--- src/rtl/bottle_presence_classifier.sv ---
// Purpose : filters ultrasonic distance samples, detects a settled bottle in the
//           chute and emits one classification pulse (250/500/1250 ml or reject)
//           per insertion, re-arming only once the chute reads empty again.
// Latency : distance_out and class_valid update one clk after the sample_valid
//           that causes them. class_valid is a single-cycle pulse.
// Backpressure: none; every sample_valid strobe is consumed, back-to-back allowed.
//
// Ports:
//   clk          - system clock
//   rst          - synchronous, active-low reset
//   sample_in    - raw distance (cm), qualified by sample_valid
//   sample_valid - one-cycle strobe for sample_in
//   distance_out - filtered distance for the display path
//   bottle_class - 01=250 ml, 10=500 ml, 11=1250 ml, 00=reject; held between pulses
//   class_valid  - one-cycle pulse when bottle_class is updated
//   reject       - high from a reject classification until the chute is empty again
//   busy         - high whenever the classifier is not in its EMPTY state
//
// Optional build macro BPC_AVERAGE_EN: distance_out and the classification input
// become the mean of the last 4 accepted samples, and a lock additionally needs
// 4 samples of history collected since the bottle arrived.

module bottle_presence_classifier #(
    parameter int WIDTH        = 12,
    parameter int STABLE_COUNT = 8,
    parameter int TOLERANCE    = 2,
    parameter int MAX_SETTLE   = 64,
    parameter int EMPTY_MIN    = 25,
    parameter int D1250_MAX    = 10,
    parameter int D500_MAX     = 17,
    parameter int D250_MAX     = 22
) (
    input  logic             clk,
    input  logic             rst,
    input  logic [WIDTH-1:0] sample_in,
    input  logic             sample_valid,
    output logic [WIDTH-1:0] distance_out,
    output logic [1:0]       bottle_class,
    output logic             class_valid,
    output logic             reject,
    output logic             busy
);

    localparam int CNT_W = 4;   // holds STABLE_COUNT up to 15
    localparam int SET_W = 8;   // holds MAX_SETTLE up to 255
    localparam int WP1   = WIDTH + 1;

    localparam logic [WIDTH:0]       TOL_W        = WP1'(TOLERANCE);
    localparam logic [CNT_W-1:0]     STABLE_W     = CNT_W'(STABLE_COUNT);
    localparam logic [SET_W-1:0]     SETTLE_MAX_W = SET_W'(MAX_SETTLE);
    localparam logic [WIDTH-1:0]     EMPTY_W      = WIDTH'(EMPTY_MIN);
    localparam logic [WIDTH-1:0]     D1250_W      = WIDTH'(D1250_MAX);
    localparam logic [WIDTH-1:0]     D500_W       = WIDTH'(D500_MAX);
    localparam logic [WIDTH-1:0]     D250_W       = WIDTH'(D250_MAX);

    localparam logic [1:0] CLS_REJECT = 2'b00;
    localparam logic [1:0] CLS_250    = 2'b01;
    localparam logic [1:0] CLS_500    = 2'b10;
    localparam logic [1:0] CLS_1250   = 2'b11;

    typedef enum logic [1:0] {
        ST_EMPTY    = 2'd0,
        ST_SETTLING = 2'd1,
        ST_LOCKED   = 2'd2
    } state_t;

    // ------------------------------------------------------------------
    // State and registered outputs
    // ------------------------------------------------------------------
    state_t             state_q;
    logic [WIDTH-1:0]   ref_q;
    logic [CNT_W-1:0]   stable_q;
    logic [SET_W-1:0]   settle_q;
    logic [WIDTH-1:0]   distance_q;
    logic [1:0]         class_q;
    logic               class_valid_q;
    logic               reject_q;
    logic               busy_q;

    // Next-state of the stability tracker (already gated by sample_valid)
    logic [WIDTH-1:0]   ref_d;
    logic [CNT_W-1:0]   stable_d;
    logic [SET_W-1:0]   settle_d;
    logic [WIDTH:0]     abs_diff;

    // Classification source and readiness, mode dependent
    logic [WIDTH-1:0]   class_src;
    logic               class_ready;
    logic [WIDTH-1:0]   dist_src;

    logic               locked_full;
    logic               chute_empty;
    logic               enter_settle;
    logic [1:0]         class_code;

    // Sensor fault (0 cm) and the gap between 250 ml and empty both reject.
    // Thresholds are inclusive so a boundary reading takes the larger bottle.
    function automatic logic [1:0] classify(input logic [WIDTH-1:0] d);
        logic [1:0] c;
        c = CLS_REJECT;
        if (d == '0)
            c = CLS_REJECT;
        else if (d <= D1250_W)
            c = CLS_1250;
        else if (d <= D500_W)
            c = CLS_500;
        else if (d <= D250_W)
            c = CLS_250;
        else
            c = CLS_REJECT;
        return c;
    endfunction

    // ------------------------------------------------------------------
    // Stability tracker: ref holds while samples stay within tolerance,
    // otherwise it jumps to the new sample and the run restarts at 1.
    // ------------------------------------------------------------------
    always_comb begin
        abs_diff = '0;
        ref_d    = ref_q;
        stable_d = stable_q;
        if (sample_in >= ref_q)
            abs_diff = {1'b0, sample_in} - {1'b0, ref_q};
        else
            abs_diff = {1'b0, ref_q} - {1'b0, sample_in};
        if (sample_valid) begin
            if (abs_diff <= TOL_W) begin
                ref_d    = ref_q;
                stable_d = (stable_q >= STABLE_W) ? STABLE_W : stable_q + CNT_W'(1);
            end else begin
                ref_d    = sample_in;
                stable_d = CNT_W'(1);
            end
        end
    end

    // Settle counter saturates at its all-ones value instead of wrapping
    assign settle_d = (settle_q == '1) ? settle_q : settle_q + SET_W'(1);

    assign locked_full  = (stable_d == STABLE_W);
    // Empty detection always uses the tracked reference, not the average
    assign chute_empty  = locked_full && (ref_d >= EMPTY_W);
    assign enter_settle = sample_valid && (state_q == ST_EMPTY) && (sample_in < EMPTY_W);

`ifdef BPC_AVERAGE_EN
    // ------------------------------------------------------------------
    // 4-sample moving average. History restarts when a bottle arrives so
    // the mean never mixes empty-chute readings into the classification.
    // ------------------------------------------------------------------
    logic [3:0][WIDTH-1:0] hist_q;
    logic [3:0][WIDTH-1:0] hist_d;
    logic [2:0]            hist_cnt_q;
    logic [2:0]            hist_cnt_d;
    logic [WIDTH+1:0]      hist_sum;

    always_comb begin
        hist_d     = hist_q;
        hist_cnt_d = hist_cnt_q;
        if (enter_settle) begin
            hist_d     = '0;
            hist_d[0]  = sample_in;
            hist_cnt_d = 3'd1;
        end else if (sample_valid) begin
            hist_d     = {hist_q[2:0], sample_in};
            hist_cnt_d = (hist_cnt_q >= 3'd4) ? 3'd4 : hist_cnt_q + 3'd1;
        end
    end

    assign hist_sum = {2'b00, hist_d[0]} + {2'b00, hist_d[1]}
                    + {2'b00, hist_d[2]} + {2'b00, hist_d[3]};

    assign class_src   = WIDTH'(hist_sum >> 2);
    assign dist_src    = class_src;
    assign class_ready = (hist_cnt_d >= 3'd4);

    always_ff @(posedge clk) begin
        if (!rst) begin
            hist_q     <= '0;
            hist_cnt_q <= '0;
        end else begin
            hist_q     <= hist_d;
            hist_cnt_q <= hist_cnt_d;
        end
    end
`else
    assign class_src   = ref_d;
    assign dist_src    = ref_d;
    assign class_ready = 1'b1;
`endif

    assign class_code = classify(class_src);

    // ------------------------------------------------------------------
    // Presence FSM with registered outputs. Every decision uses the
    // post-update ref/stable values of the sample being consumed.
    // ------------------------------------------------------------------
    always_ff @(posedge clk) begin
        if (!rst) begin
            state_q       <= ST_EMPTY;
            ref_q         <= '0;
            stable_q      <= '0;
            settle_q      <= '0;
            distance_q    <= '0;
            class_q       <= CLS_REJECT;
            class_valid_q <= 1'b0;
            reject_q      <= 1'b0;
            busy_q        <= 1'b0;
        end else begin
            class_valid_q <= 1'b0;
            if (sample_valid) begin
                ref_q      <= ref_d;
                stable_q   <= stable_d;
                distance_q <= dist_src;
                case (state_q)
                    ST_EMPTY: begin
                        if (enter_settle) begin
                            state_q  <= ST_SETTLING;
                            settle_q <= SET_W'(1);
                            busy_q   <= 1'b1;
                        end
                    end
                    ST_SETTLING: begin
                        settle_q <= settle_d;
                        if (chute_empty) begin
                            // Transient object passed through: no pulse
                            state_q <= ST_EMPTY;
                            busy_q  <= 1'b0;
                        end else if (locked_full && class_ready) begin
                            class_q       <= class_code;
                            reject_q      <= (class_code == CLS_REJECT);
                            class_valid_q <= 1'b1;
                            state_q       <= ST_LOCKED;
                        end else if (settle_d >= SETTLE_MAX_W) begin
                            // Never settled: force a reject so the bottle is counted once
                            class_q       <= CLS_REJECT;
                            reject_q      <= 1'b1;
                            class_valid_q <= 1'b1;
                            state_q       <= ST_LOCKED;
                        end
                    end
                    ST_LOCKED: begin
                        if (chute_empty) begin
                            state_q  <= ST_EMPTY;
                            reject_q <= 1'b0;
                            busy_q   <= 1'b0;
                        end
                    end
                    default: begin
                        state_q <= ST_EMPTY;
                        busy_q  <= 1'b0;
                    end
                endcase
            end
        end
    end

    assign distance_out = distance_q;
    assign bottle_class = class_q;
    assign class_valid  = class_valid_q;
    assign reject       = reject_q;
    assign busy         = busy_q;

endmodule

--- config.mk ---
export PLATFORM = sky130hd
export DESIGN_NAME = bottle_presence_classifier
export DESIGN_NICKNAME = d
export VERILOG_FILES = /design/src/rtl/bottle_presence_classifier.sv
export SDC_FILE = /design/constraint.sdc
export NUM_CORES = 1
export LEC_CHECK = 0
export ABC_AREA = 1
export CAP_MARGIN = 30
export CORE_ASPECT_RATIO = 2
export CORE_UTILIZATION = 29
export CTS_BUF_LIST = sky130_fd_sc_hd__clkbuf_8
export DETAILED_ROUTE_END_ITERATION = 8
export SLEW_MARGIN = 20
export SYNTH_ARGS = -nofsm -noshare
export SYNTH_HDL_FRONTEND = slang
export SYNTH_SLANG_ARGS = --single-unit
--- constraint.sdc ---
create_clock -name clk -period 5.07 [get_ports clk]
set_input_delay 0.7605 -clock clk [delete_from_list [all_inputs] [get_ports clk]]
set_output_delay 0.7605 -clock clk [all_outputs]
set_load 0.02 [all_outputs]
# Yosys cells after proc, flatten, opt, wreduce, memory -nomap -nowiden
# Cells that the tools add are included.
[totals]
reg_bits = 31
inputBits = 15
output_inout_bits = 17
wordCells = 81
[op_classes]
add_sub_neg = 4
n_lt_le_gt_ge = 9
n_eq_ne = 10
mux = 30
bitwise_logic = 4
n_reduce_logical = 16
[ops]
columns = ["cell", "count"]
rows = [
  ["subtractor 12 x 12 -> 13 bit", 2],
  ["less-or-equal comparator 12 x 5 -> 1 bit (second input constant)", 2],
  ["2-to-1 mux 12 bit", 2],
  ["2-to-1 mux 2 bit", 10],
  ["2-to-1 mux 8 bit", 2],
  ["case mux 8 bit (2 select lines)", 1],
  ["less-or-equal comparator 13 x 2 -> 1 bit (second input constant)", 1],
  ["2-to-1 mux 13 bit", 1],
  [">= comparator 12 bit", 1],
  [">= comparator 12 x 5 -> 1 bit (second input constant)", 1],
  ["less-or-equal comparator 12 x 4 -> 1 bit (second input constant)", 1],
  ["zero test 12 bit", 1],
  ["< comparator 12 x 5 -> 1 bit (second input constant)", 1],
  ["2-to-1 mux 4 bit", 3],
  ["adder 8 x 1 -> 8 bit (second input constant)", 1],
  ["== test 8 bit (second input constant)", 1],
  [">= comparator 8 x 7 -> 1 bit (second input constant)", 1],
  ["2-to-1 mux 1 bit", 8],
  ["AND reduction 4 bit", 2],
  ["!= test 2 bit (second input constant)", 3],
  ["case mux 2 bit (3 select lines)", 1],
  ["AND reduction 3 bit", 2],
  ["nonzero test 2 bit", 3],
  ["AND reduction 5 bit", 1],
  ["other kinds (14)", 21],
]

# Logic depth before layout (Yosys ltp)
# Gate-level depths: netlist (run 1).
[logic_depth]
word_depth = 14
mapped_depth = 31
ltp_nobuf = 29

# Least setup slack after synthesis (run 1)
# Ideal clock, no wire load.
[synth_path]
path_kind = "input to register"
startpoint = "in sample_in[10]"
endpoint = "reg class_q[1], in the netlist bottle_class[1]"
setup_ns = 0.128
t_arrival_ns = 3.267
required_time_ns = 4.942
path_slack_ns = 1.675
stages = 26
path_buffers = 2
path_cell_list = "inv_1 -> ha_1 -> nand2_1 -> nand2_1 -> a21oi_1 -> nand2_2 -> nor2_4 -> nand2_4 -> buf_6 -> nor2_1 -> nand2_1 -> nand2_1 -> nand2_1 -> nor2_2 -> nand2_2 -> nand2_4 -> buf_8 -> nand2_1 -> nand2_1 -> nand2_1 -> nor2_2 -> nand3_2 -> nand2_4 -> nand3b_4 -> a21oi_1 -> nor2_1"
[synth_via]
elab_chain_cells = 10
word_cells_on_any_way = 22
cone_classes = "add/sub: 2; order compare: 5; eq/ne: 1; mux: 9; bitwise: 1; reduce/logical: 4"
[synth_lines]
columns = ["item", "line_no", "text"]
rows = [
  ["from (decl)", "35", "input logic [WIDTH-1:0] sample_in,"],
  ["subtractor 12 x 12 -> 13 bit, or another cell as far along", "125", "abs_diff = {1'b0, ref_q} - {1'b0, sample_in};"],
  ["2-to-1 mux 13 bit", "122", "if (sample_in >= ref_q)"],
  ["less-or-equal comparator 13 x 2 -> 1 bit", "127", "if (abs_diff <= TOL_W) begin"],
  ["2-to-1 mux 12 bit", "127", ""],
  ["2-to-1 mux 12 bit", "126", "if (sample_valid) begin"],
  ["less-or-equal comparator 12 x 5 -> 1 bit", "105", "else if (d <= D500_W)"],
  ["2-to-1 mux 2 bit", "105", ""],
  ["2-to-1 mux 2 bit", "103", "else if (d <= D1250_W)"],
  ["2-to-1 mux 2 bit", "101", "if (d == '0)"],
  ["2-to-1 mux 2 bit", "228", "end else if (locked_full && class_ready) begin"],
  ["to (signal assigned)", "229", "class_q <= class_code;"],
  ["to (decl)", "75", "logic [1:0] class_q;"],
]
# Parallel ways exist; a longest one is shown, timed or not.
# A chain may end at the register's enable or synchronous reset.

# Worst setup path in the final report (run 1)
[layout_path]
startpoint = "in sample_in[5]"
endpoint = "reg class_q[1], in the netlist bottle_class[1]"
# The elaborated chain is that of the path after synthesis.

==> results of run 1 <==
registers in the layout, indices dropped and copies added (netlist names):
name and cells:
state_q 2, settle_q 8, distance_out 12, reject 1
class_valid 1, stable_q 4, busy 1, bottle_class 2
cells in the mapped netlist (2+ instances only):
library cell                 n  share of area
sky130_fd_sc_hd__a21oi_1    18          0.025
sky130_fd_sc_hd__and2_1      2         0.0035
sky130_fd_sc_hd__buf_4       4         0.0085
sky130_fd_sc_hd__clkbuf_1    3         0.0032
sky130_fd_sc_hd__clkinv_1    2         0.0021
sky130_fd_sc_hd__dfxtp_1    31           0.18
sky130_fd_sc_hd__fa_1        2          0.011
sky130_fd_sc_hd__ha_1       30           0.11
sky130_fd_sc_hd__inv_1     106           0.11
sky130_fd_sc_hd__inv_2       6         0.0064
sky130_fd_sc_hd__nand2_1   201           0.21
sky130_fd_sc_hd__nand2_2    10          0.018
sky130_fd_sc_hd__nand2_4     3         0.0096
sky130_fd_sc_hd__nand3_1    55          0.078
sky130_fd_sc_hd__nand3_2     2         0.0057
sky130_fd_sc_hd__nand3b_1    3         0.0064
sky130_fd_sc_hd__nand4_1     9          0.016
sky130_fd_sc_hd__nor2_1     67          0.071
sky130_fd_sc_hd__nor2_2      9          0.016
sky130_fd_sc_hd__nor2_4      5          0.016
sky130_fd_sc_hd__nor3_1      5         0.0071
sky130_fd_sc_hd__nor4_1      3         0.0053
sky130_fd_sc_hd__o21a_1      2         0.0042
sky130_fd_sc_hd__o21ai_0     5         0.0071
sky130_fd_sc_hd__o21ai_1     4         0.0057
sky130_fd_sc_hd__o21bai_1    4         0.0085
sky130_fd_sc_hd__xnor2_1     2         0.0050
sky130_fd_sc_hd__xor2_1      7          0.017
cell type report:
type / instances / area, um^2 / area share
flip-flops and latches: 31 / 621 / 0.152
inverters: 114 / 428 / 0.105
repair buffers: 33 / 325 / 0.0796
clock inverters: 2 / 35.0 / 0.00857
well taps: 145 / 181 / 0.0444
clock buffers: 6 / 82.6 / 0.0202
multi-input cells: 456 / 2420 / 0.591
routing by layer:
layer	GRT usage	vias to the layer above
li1	-	1929
met1	0.154	1651
met2	0.383	77
met3	0.0190	47
met4	0.136	0
met5	0	-
kinds of logic (layout without fill, tap and decap cells):
logic type	Yosys count	after routing	synth area share
AO/OA/AOI/OAI	38	38	0.0651
XOR/XNOR	9	9	0.0223
flip-flops	31	31	0.176
AND/OR/NAND/NOR	377	377	0.478
adder cells (fa/ha/maj)	32	32	0.117
buffers and inverters	124	155	0.141
power breakdown:
group          switching, mW  internal, mW  total, mW
sequential           0.00919         0.254      0.263
clock                 0.0981         0.159      0.257
combinational          0.248         0.129      0.376
per-stage QoR:
| stage | instances | total power [mW] | hold WS (ns) | utilization |
|---|---|---|---|---|
| 6_report | 787 | 0.897 | 0.464 | 0.347 |
| 5_1_grt | 787 | 0.959 | 0.501 | 0.347 |
| 4_1_cts | 787 | 0.905 | 0.472 | 0.347 |
| 3_5_place_dp | 779 | 0.642 | 0.456 | 0.337 |
| 3_3_place_gp | 779 | 0.644 | 0.448 | 0.337 |
| 2_1_floorplan | 611 | 0.531 | 0.441 | - |
worst reg2reg max path: stages (launching register included):
cell	delay, ns
sky130_fd_sc_hd__dfxtp_1	0.32
sky130_fd_sc_hd__inv_1	0.09
sky130_fd_sc_hd__ha_1	0.15
sky130_fd_sc_hd__inv_1	0.08
sky130_fd_sc_hd__fa_1	0.50
sky130_fd_sc_hd__a21oi_1	0.38
sky130_fd_sc_hd__inv_1	0.08
sky130_fd_sc_hd__nand2_1	0.10
sky130_fd_sc_hd__nand3_1	0.07
sky130_fd_sc_hd__nand2_1	0.16
sky130_fd_sc_hd__nand2_1	0.07
sky130_fd_sc_hd__nand2_1	0.06
sky130_fd_sc_hd__nand2_1	0.06
sky130_fd_sc_hd__nor2_2	0.11
sky130_fd_sc_hd__nand2_2	0.20
sky130_fd_sc_hd__nand2_4	0.24
sky130_fd_sc_hd__nand2_1	0.08
sky130_fd_sc_hd__nand2_1	0.08
sky130_fd_sc_hd__nand2_1	0.06
sky130_fd_sc_hd__nor2_2	0.22
sky130_fd_sc_hd__nand3_2	0.15
sky130_fd_sc_hd__nand2_4	0.13
sky130_fd_sc_hd__nand3b_4	0.10
sky130_fd_sc_hd__a21oi_1	0.15
sky130_fd_sc_hd__nor2_1	0.05
placed cells by master (no fill, tap or decap), drive strengths merged:
cell / count
a211oi: 1
a21oi: 20
a311oi: 1
a31o: 1
and2: 2
buf: 2
bufinv: 1
clkbuf: 6
clkdlybuf4s50: 31
clkinv: 3
dfxtp: 31
fa: 2
ha: 30
inv: 112
nand2: 214
nand3: 57
nand3b: 4
nand4: 9
nor2: 82
nor3: 5
nor4: 3
o21a: 2
o21ai: 9
o21bai: 4
or2: 1
xnor2: 2
xor2: 7
how the worst max path moves through the flow:
stage | start | cells after the start | slack [ns] | to
after floorplan | sample_in[10] | 26 | 1.68 | bottle_class[1]
after global placement | sample_in[3] | 25 | 0.39 | bottle_class[1]
after detailed placement | sample_in[5] | 25 | 0.37 | bottle_class[1]
after CTS | sample_in[5] | 25 | 0.66 | bottle_class[1]
after global routing | sample_in[5] | 27 | 0.12 | reject
final | sample_in[5] | 25 | 0.58 | bottle_class[1]
==> key figures, run 1 <==
Run status
  – Outcome: finished, final reports clean

Critical path
  – Origin of the critical flop-to-flop path: distance_out[0]
  – Family with the most delay on the worst path: simple AND/OR/NAND/NOR gates
  – Worst setup path class: input port to register
  – Buffers & Inverters on Critical Path: 3
  – Slowest stage cell, crit path: sky130_fd_sc_hd__clkdlybuf4s50_1
  – Crit path DAT: 4.65 ns
  – Kind of start point of the critical path: input port
  – CP Capture Type: register
  – Slack of the worst reg-to-reg path: between 1 and 1.5 ns
  – Reg-to-reg endpoint: bottle_class[1]
  – Worst reg-to-reg path cell count: 24
  – Crit-path most repeated cell: sky130_fd_sc_hd__nand2_1
  – Largest fanout of any net on the critical path: 17
  – Required time of the critical path: 5.23 ns
  – Maximum single-stage delay on the critical path: 0.54 ns

Power
  – Power per Cell Area: 219 mW/mm^2
  – Cell leakage power: about 2.1 nW
  – Peak VDD IR: between 0.1 and 0.15 mV

Finish
  – Area growth from synthesis to layout: 15.6%
  – Final non-filler cell area: approximately 0.0041 mm^2
  – Final-stage net count: 688
  – Fraction of final layout cells with drive strength greater than 1: 0.0794
  – Final antenna diode count: 0
  – Fill cells: 1344

Floorplanning
  – Horiz. Die Dim: 80.1 um
  – Chip Height: ~160 um
  – Placeable Area: 0.0118 mm^2
  – Die area: 0.0127 mm^2
  – Number of top-level pins: 32
  – Initial core utilization: 0.300
  – Number of cell rows: 56

Drt
  – Detailed Route Iter0 Violations: 131
  – Vias post-DR: approximately 3.7k
  – Routed length on met2: 6.45 mm
  – Wire length on met1: 3.51 mm
  – Uppermost layer routed: met4
  – Antenna Nets Post-Route: 0
  – Detailed-route wire length per cell: 13.9 um
  – Remaining design rule violation count: 0
  – Per-cell via count in the routed design: 4.71
  – Met3 wire length: 281 um
  – Number of detailed-routing iterations run before antenna repair: 5
  – Final WL: 11.0 mm

CTS
  – Maximum number of buffers from clock root to sink: 2
  – Depth of the CTS H-tree: 2
  – CTS-repair resized insts: 0
  – Source-to-sink clock delay at the later pin of the worst-skew pair: around 0.30 ns
  – Post-CTS Setup Inserts: 0
  – Clock tree root driver cell: sky130_fd_sc_hd__clkbuf_8
  – Clock slew at the register clock pins of the worst setup and hold paths: 0.06 ns
  – Clock net sink count: 31
  – CTS tree: built
  – Post-CTS Hold Buffers: 0
  – CTS buffer count: 5

Timing
  – Final setup viols: 0
  – Ratio of final minimum period to clock period: 0.886
  – Final worst path period need: 4.49 ns
  – RSZ-0062 raised after global routing: false
  – Relative max-transition margin: 0.542
  – TNS Setup: 0 ns
  – Worst clock skew: 0.00644 ns
  – Slew at the pin with the worst max-slew slack: a little under 0.7 ns
  – Max Clock Freq: 223 MHz
  – Count of endpoints failing hold in the final timing report: 0
  – Final worst-path setup slack: 0.579 ns
  – Pins over their slew limit: 0

GRT
  – GRT overflow: 0
  – First-pass GRT wire length: 17.5 mm
  – Maximum number of pins on one net before global-route repair: 23
  – GRT Total Usage: 0.186
  – Number of antenna violations at the first check in global routing: 0
  – Vias in the first global route: 3717

Placed design
  – Placer congestion estimate: around 0.99
  – Count of buffers from port buffering: 31
  – Placement-stage cell area: 0.00397 mm^2
  – DP HPWL: 9.34 mm
  – Worst setup slack before clock tree synthesis: 0.365 ns

Synthesis
  – Synthesis warning total: 0
  – Post-synthesis instance area: roughly 0.0035 mm^2
  – Predominant post-synthesis flop cell: sky130_fd_sc_hd__dfxtp_1
  – Unique cell type count in the Yosys netlist: 39
  – Post-synth EDFFs: 0
  – Fraction of the yosys area taken by sequential cells: 0.176
  – Post-Synthesis Mean Instance Area: 5.79 um^2
  – Number of cells produced by synthesis: ~610
  – Flip-flop and latch count after synthesis: 31
  – Async S/R FF share, synth: 0
  – Synth Net Count: 658

Worst hold path
  – Cells on Worst Hold Path: 1
  – Launch instance of the worst min-delay path: settle_q[4]
  – Hold endpoint: settle_q[4]
  – Class of the most critical hold timing path: register to register

Run
  – Max Cap Viol: 0
(Power assumes the default switching activity.)
==> inputs of run 2 (changes only) <==
--- a/config.mk
+++ b/config.mk
@@ -11,6 +11,7 @@
 export CORE_UTILIZATION = 29
 export CTS_BUF_LIST = sky130_fd_sc_hd__clkbuf_8
 export DETAILED_ROUTE_END_ITERATION = 8
+export REMOVE_ABC_BUFFERS = 1
 export SLEW_MARGIN = 20
 export SYNTH_ARGS = -nofsm -noshare
 export SYNTH_HDL_FRONTEND = slang
==> run 2 against run 1 <==
  * Via count fell by 0.27%
  * Sequential power is essentially flat
  * Highest routed layer unchanged
  * Sequential share of layout area rose by 0.14 points
  * Combinational power rose by 1%
==> key figures, run 2 (synthesis gave the netlist of run 1 again) <==
Run status
  – Outcome: finished, final reports clean

Critical path
  – Family with the most delay on the worst path: simple AND/OR/NAND/NOR gates
  – Slowest stage cell, crit path: sky130_fd_sc_hd__clkdlybuf4s50_1
  – Worst setup path class: input port to register
  – Crit path DAT: 4.74 ns
  – Kind of start point of the critical path: input port
  – Buffers & Inverters on Critical Path: 2
  – Slack of the worst reg-to-reg path: 1.26 ns
  – Crit-path most repeated cell: sky130_fd_sc_hd__nand2_1
  – Maximum single-stage delay on the critical path: 0.49 ns
  – Largest fanout of any net on the critical path: 17
  – CP Capture Type: register
  – Required time of the critical path: roughly 5.3 ns

Drt
  – Detailed-route wire length per cell: 14.4 um
  – Final WL: 11.3 mm
  – Per-cell via count in the routed design: around 4.7
  – Remaining design rule violation count: 0
  – Detailed Route Iter0 Violations: 103
  – Number of detailed-routing iterations run before antenna repair: 4
  – Antenna Nets Post-Route: 0
  – Vias post-DR: 3694

Finish
  – Area used by multi-input combinational logic: 0.00242 mm^2
  – Final antenna diode count: 0
  – Fill cells: 1355
  – Final-stage net count: 687
  – Highest-count cells in the layout ignoring fill and taps: sky130_fd_sc_hd__nand2_1 (201), sky130_fd_sc_hd__inv_1 (106), sky130_fd_sc_hd__nor2_1 (67)
  – Sequential standard cell area: 621 um^2
  – Fraction of final layout cells with drive strength greater than 1: 0.0766
  – Flip-flop count of the largest register, all copies and words added: 12
  – Area growth from synthesis to layout: 14.6%
  – Most common library cell in the layout ignoring fill and taps: sky130_fd_sc_hd__nand2_1
  – Final non-filler cell area: between 0.004 and 0.005 mm^2
  – Core Util, Final: 0.344

GRT
  – Maximum number of pins on one net before global-route repair: 23
  – GRT overflow: 0
  – GRT Total Usage: 0.186
  – Vias in the first global route: 3693
  – Number of antenna violations at the first check in global routing: 0
  – First-pass GRT wire length: ~17 mm

Power
  – Power, Total: 841 uW
  – Peak VDD IR: 0.126 mV
  – Power per Cell Area: 208 mW/mm^2
  – Cell leakage power: 2.09 nW

Placed design
  – Placement-stage cell area: a little under 0.004 mm^2
  – Count of buffers from port buffering: 31
  – Placer congestion estimate: a little under 1
  – Worst setup slack before clock tree synthesis: ~0.29 ns
  – DP HPWL: slightly below 10 mm

Timing
  – Relative max-transition margin: 0.543
  – Pins over their slew limit: 0
  – TNS Setup: 0 ns
  – Count of endpoints failing hold in the final timing report: 0
  – Max Clock Freq: about 220 MHz
  – Final worst-path setup slack: 0.517 ns
  – Final worst path period need: 4.55 ns
  – Slew at the pin with the worst max-slew slack: 0.685 ns
  – Ratio of final minimum period to clock period: 0.898
  – Worst clock skew: 0.00505 ns
  – RSZ-0062 raised after global routing: false
  – Final setup viols: 0

Floorplanning
  – Initial core utilization: 0.300
  – Number of top-level pins: 32
  – Placeable Area: 0.0118 mm^2
  – Chip Height: 158 um
  – Die area: 0.0127 mm^2
  – Horiz. Die Dim: between 80 and 90 um
  – Number of cell rows: 56

CTS
  – CTS tree: built
  – Source-to-sink clock delay at the later pin of the worst-skew pair: 0.29 ns
  – Clock slew at the register clock pins of the worst setup and hold paths: 0.06 ns
  – Post-CTS Setup Inserts: 0
  – Post-CTS Hold Buffers: 0
  – CTS-repair resized insts: 0
  – CTS buffer count: 5
  – Maximum number of buffers from clock root to sink: 2
  – Clock net sink count: 31
  – Depth of the CTS H-tree: 2
  – Clock tree root driver cell: sky130_fd_sc_hd__clkbuf_8

Worst hold path
  – Class of the most critical hold timing path: register to register

Run
  – Max Cap Viol: 0
[run 2: worst register-to-register path: stages, from the launching register on]
cell and delay, ns:
sky130_fd_sc_hd__dfxtp_1 0.33, sky130_fd_sc_hd__ha_1 0.38, sky130_fd_sc_hd__nand2_1 0.10, sky130_fd_sc_hd__nand2_1 0.06
sky130_fd_sc_hd__a21oi_1 0.40, sky130_fd_sc_hd__nand3_1 0.15, sky130_fd_sc_hd__nor2_2 0.35, sky130_fd_sc_hd__nand3_1 0.20
sky130_fd_sc_hd__nand2_1 0.10, sky130_fd_sc_hd__nand2_1 0.06, sky130_fd_sc_hd__nor2_2 0.09, sky130_fd_sc_hd__nand2_2 0.19
sky130_fd_sc_hd__nand2_4 0.24, sky130_fd_sc_hd__nand2_1 0.08, sky130_fd_sc_hd__nand2_1 0.10, sky130_fd_sc_hd__nand2_1 0.07
sky130_fd_sc_hd__nor2_2 0.17, sky130_fd_sc_hd__nand2_1 0.10, sky130_fd_sc_hd__nor2_1 0.17, sky130_fd_sc_hd__nand3_1 0.09
sky130_fd_sc_hd__nand2_1 0.08, sky130_fd_sc_hd__nor2_1 0.05, sky130_fd_sc_hd__nor2_1 0.08, sky130_fd_sc_hd__nor2_1 0.05
[run 2: final cells by class]
class	count	area share
multi-input cells	456	0.596
flip-flops and latches	31	0.153
repair buffers	32	0.0784
clock buffers	6	0.0204
well taps	145	0.0448
clock inverters	1	0.00124
inverters	114	0.106
[run 2: where the power goes]
part | internal (mW) | switching (mW)
Clock | 0.106 | 0.0914
Combinational | 0.128 | 0.252
Sequential | 0.254 | 0.00932
[run 2: metrics by stage]
stage / hold WS, ns / cells
finish: 0.469 / 785
global route: 0.480 / 785
CTS: 0.470 / 785
detailed placement: 0.454 / 778
global placement: 0.448 / 778
floorplan: 0.441 / 601
[run 2: final timing paths]
check,start,end,cells after the start
setup reg to reg,distance_out[10],reject,23
hold / removal,settle_q[4],settle_q[4],1
hold reg to reg,settle_q[4],settle_q[4],1
setup / recovery,sample_in[10],reject,25
[run 2: per-layer routing]
metal	wire length, um	global-route usage	share of wire
met3	271	0.0219	0.024
met1	3430	0.140	0.30
met2	6510	0.384	0.58
met5	0	0	0
met4	1060	0.164	0.094
==> RTL edit: new RTL, config.mk and constraints of run 1 <==
Set the localparam `SET_W` to 10 (it was 8).
--- a/src/rtl/bottle_presence_classifier.sv
+++ b/src/rtl/bottle_presence_classifier.sv
@@ -44,3 +44,3 @@
     localparam int CNT_W = 4;   // holds STABLE_COUNT up to 15
-    localparam int SET_W = 8;   // holds MAX_SETTLE up to 255
+    localparam int SET_W = 10;   // holds MAX_SETTLE up to 255
     localparam int WP1   = WIDTH + 1;
Formal check against the unedited RTL: no difference found for any inputs over 4 cycles, from zero or initial values and one cycle with rst low; that may be too few to reach the edited logic, so the function may still have changed.
==> RTL edit against run 1 <==
First-iteration DRC count rose by 14%. Global-route usage down 0.34 points. Critical path type unchanged. Core utilization shrank 0.17 points. Routed wire length is 0.98% higher. Total power increased by 1.7%. Synthesized area increased by 2.7%. Critical path depth increased by 3. Final area up 3.1%. Sequential cell count rose by 2. Worst hold slack improved by 0.025 ns. Highest routed layer unchanged. Setup slack improved by 0.069 ns. Register-to-register slack better by 0.17 ns.
==> RTL edit: results (changes against run 1) <==
* Status: finished, final reports clean
* Finished Layout Cells at 806 (+2.4%)
* GRT met2 Usage at 37.3% (-0.98 points)
* Placed Cells at 798 (+2.4%)
* Placement Cell Area at 4100 sq um (+3.2%)
* Fin Hold WS at 0.489 ns (+0.0245 ns)
* Share of post-route cells with drive strength above 1 at 7.59% (-0.36 points)
* Wire length on met1 at 3740 microns (+6.6%)
* CP max FO at 13 (-4)
* Post-synthesis compound-gate area fraction at 8.16% (+1.7 points)
* Largest net degree at the start of global routing at 27 (+17%)
* Routed length on met2 at 6550 microns (+1.5%)
* Top area cells in the synthesized netlist: nand2_1 (22%), dfxtp_1 (18%), inv_1 (11%)
* WL met3 at 199 microns (-29%)
* Tot GR Track Use at 18.3% (-0.34 points)
* Final nets at 705 (+2.5%)
* Leakage power at 2.22 nW (+5.3%)
* Psw at 354 uW (-0.30%)
* GR Layer Usage met3 at 1.66% (-0.24 points)
* Gpl congestion at 0.885 (-10%)
* Syn Area/Cell at 5.81 sq um (+0.42%)
* Worst hold endpoint: busy
* FF-to-FF End: reject
* Syn Nets at 672 (+2.1%)
* Global-route wire length before repair at 18100 microns (+3.0%)
* Comb pwr at 368 uW (-2%)
* Flop-to-flop setup slack at 1.39 ns (+0.17 ns)
* Sequential power share at 30.6% (+1.2 points)
* Crit Reg-Reg Startpoint: distance_out[7]
* Hold depth at 2 (+1)
* Reg2Reg Depth at 26 (+8.3%)
* Max VDD drop at 200 uV (+44%)
* Internal at 558 uW (+3.0%)
* DP Wirelength at 9240 microns (-1.1%)
* Largest stage delay on the critical path at 0.52 ns (-0.02 ns)
* Average vias per placed instance at 4.80 (+1.9%)
* Tightest Pin Transition at 0.779 ns (+0.0932 ns)
* DRT iter0 DRCs at 149 (+14%)
* Routed WL at 11100 microns (+0.98%)
RTL edit: cell count changes after synthesis, moves of 3 or more:
| cell | before | now |
|---|---|---|
| nand2_1 | 201 | 214 |
| nor2_1 | 67 | 54 |
| a21oi_1 | 18 | 25 |
| nand3_2 | 2 | 6 |
| o21ai_0 | 5 | 9 |
| inv_2 | 6 | 3 |
| nor2_2 | 9 | 6 |
| nor4_1 | 3 | 0 |
RTL edit: worst max path at each step:
stage / to / depth (start not counted) / from
floorplan: bottle_class[0] / 27 / sample_in[0]
global placement: bottle_class[0] / 25 / sample_in[7]
detailed placement: bottle_class[0] / 25 / sample_in[7]
CTS: bottle_class[0] / 25 / sample_in[7]
global route: reject / 28 / sample_in[8]
finish: reject / 28 / sample_in[7]
RTL edit: cell type report:
type | instances | area (sq um)
clock buffers | 6 | 82.6
clock inverters | 2 | 33.8
fillers | 1379 | 7980
inverters | 112 | 420
multi-input cells | 470 | 2490
flip-flops and latches | 33 | 661
well taps | 147 | 184
repair buffers | 36 | 348
